### src/rtl/mux_rr_arbiter.sv
// rtl/mux_rr_arbiter.sv - round-robin arbiter owning the select of a shared 4:1 mux
module mux_rr_arbiter #(
    parameter int MAX_HOLD = 4
) (
    input  logic       CLK,
    input  logic       RESET_N,
    input  logic [3:0] REQ,
    input  logic [3:0] X,
    output logic [3:0] GNT,
    output logic [1:0] C,
    output logic       VALID,
    output logic       Y,
    output logic [3:0] CNT
);

    localparam logic [3:0] LP_LAST = 4'(MAX_HOLD - 1);

    typedef enum logic {
        ST_IDLE  = 1'b0,
        ST_GRANT = 1'b1
    } state_t;

    state_t     r_state;
    state_t     w_state_nxt;
    logic [1:0] r_c;
    logic [1:0] w_c_nxt;
    logic [3:0] r_cnt;
    logic [3:0] w_cnt_nxt;
    logic [3:0] r_gnt;
    logic [3:0] w_gnt_nxt;

    logic       w_found;
    logic [1:0] w_winner;
    logic [1:0] w_probe;

    // Search from C+1 upward with wrap; scanning high-to-low offsets lets the nearest hit win.
    always_comb begin
        w_found  = 1'b0;
        w_winner = r_c;
        w_probe  = 2'b00;
        for (int k = 4; k >= 1; k--) begin
            w_probe = r_c + k[1:0];
            if (REQ[w_probe]) begin
                w_found  = 1'b1;
                w_winner = w_probe;
            end
        end
    end

    // Next-state logic: release beats quantum expiry, otherwise the grant keeps counting.
    always_comb begin
        w_state_nxt = r_state;
        w_c_nxt     = r_c;
        w_cnt_nxt   = r_cnt;
        case (r_state)
            ST_IDLE: begin
                if (w_found) begin
                    w_state_nxt = ST_GRANT;
                    w_c_nxt     = w_winner;
                    w_cnt_nxt   = 4'd0;
                end
            end
            ST_GRANT: begin
                if (!REQ[r_c]) begin
                    w_cnt_nxt = 4'd0;
                    if (w_found) begin
                        w_c_nxt = w_winner;
                    end else begin
                        w_state_nxt = ST_IDLE;
                    end
                end else if (r_cnt == LP_LAST) begin
                    // REQ[C] is high here, so the search always finds someone (possibly C again).
                    w_c_nxt   = w_winner;
                    w_cnt_nxt = 4'd0;
                end else begin
                    w_cnt_nxt = r_cnt + 4'd1;
                end
            end
            default: begin
                w_state_nxt = ST_IDLE;
                w_cnt_nxt   = 4'd0;
            end
        endcase
        w_gnt_nxt = (w_state_nxt == ST_GRANT) ? (4'b0001 << w_c_nxt) : 4'b0000;
    end

    // State registers; reset clears the grant immediately.
    always_ff @(posedge CLK or negedge RESET_N) begin
        if (!RESET_N) begin
            r_state <= ST_IDLE;
            r_c     <= 2'b11;
            r_cnt   <= 4'd0;
            r_gnt   <= 4'b0000;
        end else begin
            r_state <= w_state_nxt;
            r_c     <= w_c_nxt;
            r_cnt   <= w_cnt_nxt;
            r_gnt   <= w_gnt_nxt;
        end
    end

    assign GNT   = r_gnt;
    assign C     = r_c;
    assign CNT   = r_cnt;
    assign VALID = (r_state == ST_GRANT);
    assign Y     = VALID ? X[r_c] : 1'b0;

endmodule

### config.mk
export PLATFORM = sky130hd
export DESIGN_NAME = mux_rr_arbiter
export DESIGN_NICKNAME = d
export VERILOG_FILES = /design/src/rtl/mux_rr_arbiter.sv
export SDC_FILE = /design/constraint.sdc
export NUM_CORES = 1
export LEC_CHECK = 0
export ABC_AREA = 1
export CAP_MARGIN = 20
export CORE_MARGIN = 2
export CORE_UTILIZATION = 45
export DETAILED_ROUTE_END_ITERATION = 6
export PLACE_DENSITY = 0.75
export SYNTH_ARGS = -nofsm -noshare
export SYNTH_HDL_FRONTEND = slang
export SYNTH_SLANG_ARGS = --single-unit
### constraint.sdc
create_clock -name CLK -period 1.9 [get_ports CLK]
set_input_delay 0.19 -clock CLK [delete_from_list [all_inputs] [get_ports CLK]]
set_output_delay 0.19 -clock CLK [all_outputs]
set_load 0.005 [all_outputs]
==> summary.txt <==
WORST SETUP PATH
----------------------------------------------------------------------------------
Worst endpoint data arrival time ....................................      1.58 ns
Kind of start point of the critical path ............................         flop
Crit. End Element ...................................................   output pin
Highest fanout seen on the critical path ............................            4
Critical path's slowest cell ........................................      dfstp_2
R2R depth ...........................................................           10
Reg-to-reg startpoint ...............................................         C[0]
Setup slack of the most critical reg-to-reg path ....................      0.15 ns
Delay of the slowest cell on the worst path .........................      0.61 ns
Critical path class .................................................      reg2out
CP Cell Sequence .................................................... inv_8 > nand2_1 > o21a_1 > o221ai_1 > a21boi_1 > dlygate4sd2_1
End of the worst register-to-register path ..........................       CNT[2]
Worst endpoint required time ........................................      1.71 ns
Cell family with most CP delay ......................................   flip-flops
Buffers plus inverters on the worst setup path ......................            2

PWR
----------------------------------------------------------------------------------
Sw Share ............................................................        47.7%
Leakage power .......................................................     0.530 nW
Clock share of power ................................................         8.0%
Peak supply drop ....................................................     0.854 mV
Gate power share ....................................................        68.5%
Net switching component of the power ................................     0.918 mW
Portion of total power attributed to sequential cells ...............        23.4%
Internal power ......................................................      1.01 mW
Pwr per Cell Area ...................................................  1760 nW/µm²

ROUTE
----------------------------------------------------------------------------------
Vias per Instance ...................................................         4.80
Met3 Wirelength .....................................................        29 µm
Avg WL per Cell .....................................................      11.5 µm
WL met2 .............................................................       911 µm
Remaining number of nets flagged by the antenna check after routing .            0
Total routed wirelength .............................................      1770 µm
Number of DRC violations after detailed-routing iteration 0 .........           13
Number of design rule violations left after detail routing ..........            0
First-pass iteration count of the detailed router ...................            4
Total number of vias ................................................          739
WL met1 .............................................................       810 µm
Top sig layer .......................................................         met4

CLOCKING
----------------------------------------------------------------------------------
Cts hold-fix bufs ...................................................            0
Maximum level of the CTS H-tree .....................................            1
Number of setup buffers added after CTS .............................            0
Clock latency on the worst-skew pair ................................      0.26 ns
CTS clk-pin slew, worst paths .......................................      0.07 ns
Maximum buffer depth of the clock tree ..............................            2
Clock tree from TritonCTS ...........................................         done
Clock root buffer ...................................................     clkbuf_4
Clk sinks ...........................................................           11
Number of clock buffers inserted by TritonCTS .......................            3

RUN STATUS
----------------------------------------------------------------------------------
Result of the run ...................................................    completed

PLACED DESIGN
----------------------------------------------------------------------------------
Final HPWL from detailed placement ..................................      1460 µm
Buffers on Ports ....................................................           21
Placed cell count ...................................................          150
Placed cell area ....................................................     1060 µm²
Final Wtd Congestion ................................................        0.815

SYNTHESIS
----------------------------------------------------------------------------------
Dominant combinational cell family by area after synthesis .......... simple AND/OR/NAND/NOR gates
Yosys Warn Count ....................................................            0
Number of flops mapped to enable cells by yosys .....................            0
Sequential element share of the synthesized area ....................        34.3%
Primary FF master, synth ............................................      dfrtp_1
Cell area after technology mapping ..................................      810 µm²
Synth Area in Compound Gates ........................................        8.96%
Distinct cells, synth ...............................................           27
Mean post-synth cell area ...........................................     7.94 µm²
Post-synth top area share ...........................................        27.8%
Fraction of synthesis flops using an asynchronous set or reset pin ..         100%
Post-Synth Adder-Cell Area ..........................................        1.55%
Cell type contributing the most total cell area after synthesis .....      dfrtp_1
Total nets after synthesis ..........................................          113
Mux share of post-synthesis cell area ...............................           0%
Xor and xnor area share after synthesis .............................        1.08%
Synth Area in Simple Gates ..........................................        45.7%
Flop and latch count out of synthesis ...............................           11
Post-synthesis instance total .......................................          102
Main area contributors after synthesis .............................. dfrtp_1, nand2_2, nand2_1, dfstp_2, nand3_2

LAYOUT
----------------------------------------------------------------------------------
Post-route cell area ................................................     1100 µm²
Final Instance Count excl. Fillers ..................................          154
Fraction of final layout cells sized beyond drive strength 1 ........        31.0%
Antenna diode instance count ........................................            0
Net count, final ....................................................          141
Layout fillers ......................................................          154
Final Util ..........................................................        64.2%
Area Overhead vs Synth ..............................................        35.4%

FLOORPLANNING
----------------------------------------------------------------------------------
Die Area ............................................................     2150 µm²
Top Ports ...........................................................           22
Standard-cell rows ..................................................           15
Die W ...............................................................      46.4 µm
Die Span Y ..........................................................      46.4 µm
Effective utilization at floorplan ..................................        47.4%
Core region area ....................................................     1710 µm²

GLOBAL ROUTING
----------------------------------------------------------------------------------
Tot GR Track Use ....................................................        19.0%
First-pass GRT wire length ..........................................      2900 µm
Pin count of the biggest net entering global routing ................           12
Number of antenna violations at the first check in global routing ...            0
Total gr overflow ...................................................            0
Number of global-route vias before repair ...........................          690

STA
----------------------------------------------------------------------------------
Worst clock skew on the final layout ................................   0.00146 ns
Shortest clock period the worst path allows after layout ............      1.77 ns
Slew at the pin with the worst max-slew slack .......................     0.509 ns
Hold Fails Final Rpt ................................................            0
Highest attainable clock frequency ..................................    0.564 GHz
Number of max-slew violations in the final report ...................            0
Final number of setup-violating endpoints ...........................            0
Setup TNS ...........................................................         0 ns
Period utilization ..................................................        93.4%
Max_slew headroom ...................................................        66.0%

HOLD PATH
----------------------------------------------------------------------------------
Worst min-delay path class ..........................................     in2async

RUN
----------------------------------------------------------------------------------
Maximum Capacitance Violations ......................................            0

## power groups by stage
stage / combinational, mW / sequential, mW / clock (mW)
2_1_floorplan: 0.915 / 0.433 / 0
3_3_place_gp: 1.29 / 0.450 / 0
3_5_place_dp: 1.33 / 0.453 / 0
4_1_cts: 1.32 / 0.449 / 0.158
5_1_grt: 1.47 / 0.465 / 0.172
6_report: 1.32 / 0.451 / 0.155
## worst max path at each step
stage,startpoint,end,slack [ns],cells after the start
floorplan,C[0],CNT[2],0.35,10
global placement,C[0],Y,0.13,6
detailed placement,C[0],Y,0.10,6
CTS,C[0],Y,0.09,5
global route,C[0],CNT[2],-0.004,10
finish,C[0],Y,0.13,6
## timing repair
item,4_1_cts,5_1_grt
setup endpoints to repair,1,2
cloned,0,0
gates resized for setup,1,3
pin swaps,0,0
## layout by cell type, fill, tap and decap left out
master and count:
o31ai_1 1, dfstp_2 2, nor2_4 1, nor2_1 7
a31oi_1 1, a21boi_1 1, inv_2 4, nand4_1 1
o21a_1 1, nor3_4 1, nor2_2 1, dfrtp_1 9
clkdlybuf4s50_1 20, o221ai_1 1, nand3_2 5, nand3_4 1
dlygate4sd2_1 1, clkbuf_4 3, a21oi_1 2, buf_6 1
o22ai_1 1, a22o_2 1, buf_4 2, xnor2_1 1
ha_1 1, nand3_1 7, a22o_1 1, nand2_1 24
nand2_4 2, inv_1 8, nand2_2 15, clkbuf_1 1
inv_8 1
## stage by stage
| stage | hold slack [ns] | total power [mW] | setup slack, ns |
|---|---|---|---|
| floorplan | -0.106 | 1.35 | 0.349 |
| global route | 0.284 | 2.10 | -0.00422 |
| CTS | 0.279 | 1.93 | 0.0940 |
| detailed placement | 0.524 | 1.78 | 0.105 |
| finish | 0.268 | 1.93 | 0.126 |
| global placement | 0.522 | 1.74 | 0.128 |
## registers in the layout, indices dropped and copies added (netlist names)
name / count
C: 2
CNT: 4
GNT: 4
VALID: 1
## worst reg2reg max path, stage by stage (launching register included)
cell and delay, ns:
dfstp_2 0.61, inv_8 0.03, buf_4 0.16, nand2_4 0.07, nand2_4 0.06, nor3_4 0.15
nand2_2 0.14, nor2_4 0.15, nor2_1 0.07, o22ai_1 0.12, a21oi_1 0.06
## area by class of cell
class	count	area, µm²	area share (%)
multi-input cells	77	469	42.8
well taps	25	31.3	2.85
clock buffers	4	26.3	2.40
flip-flops and latches	11	278	25.3
inverters	13	56.3	5.14
repair buffers	24	235	21.5
## kinds of logic (layout without fill, tap and decap cells)
| kind of cell | after synthesis | count (layout) |
|---|---|---|
| AND/OR/NAND/NOR | 65 | 65 |
| buffers and inverters | 14 | 41 |
| AO/OA/AOI/OAI | 10 | 10 |
| XOR/XNOR | 1 | 1 |
| adder cells (fa/ha/maj) | 1 | 1 |
| flip-flops | 11 | 11 |
## metal layers
layer  vias to the layer above  GRT usage [%]
li1                        385              -
met1                       340           24.2
met2                        12           31.7
met3                         2           3.53
met4                         0           6.86
met5                         -              0
## Yosys cell counts, types with 2 or more instances
library cell	count
nand2_2	15
dfstp_2	2
nor2_1	7
nand2_1	24
dfrtp_1	9
nand3_1	7
nor2_2	2
nand2_4	2
inv_2	4
inv_1	8
a21oi_1	2
nand3_2	5
Power figures use the tool's default switching activity.
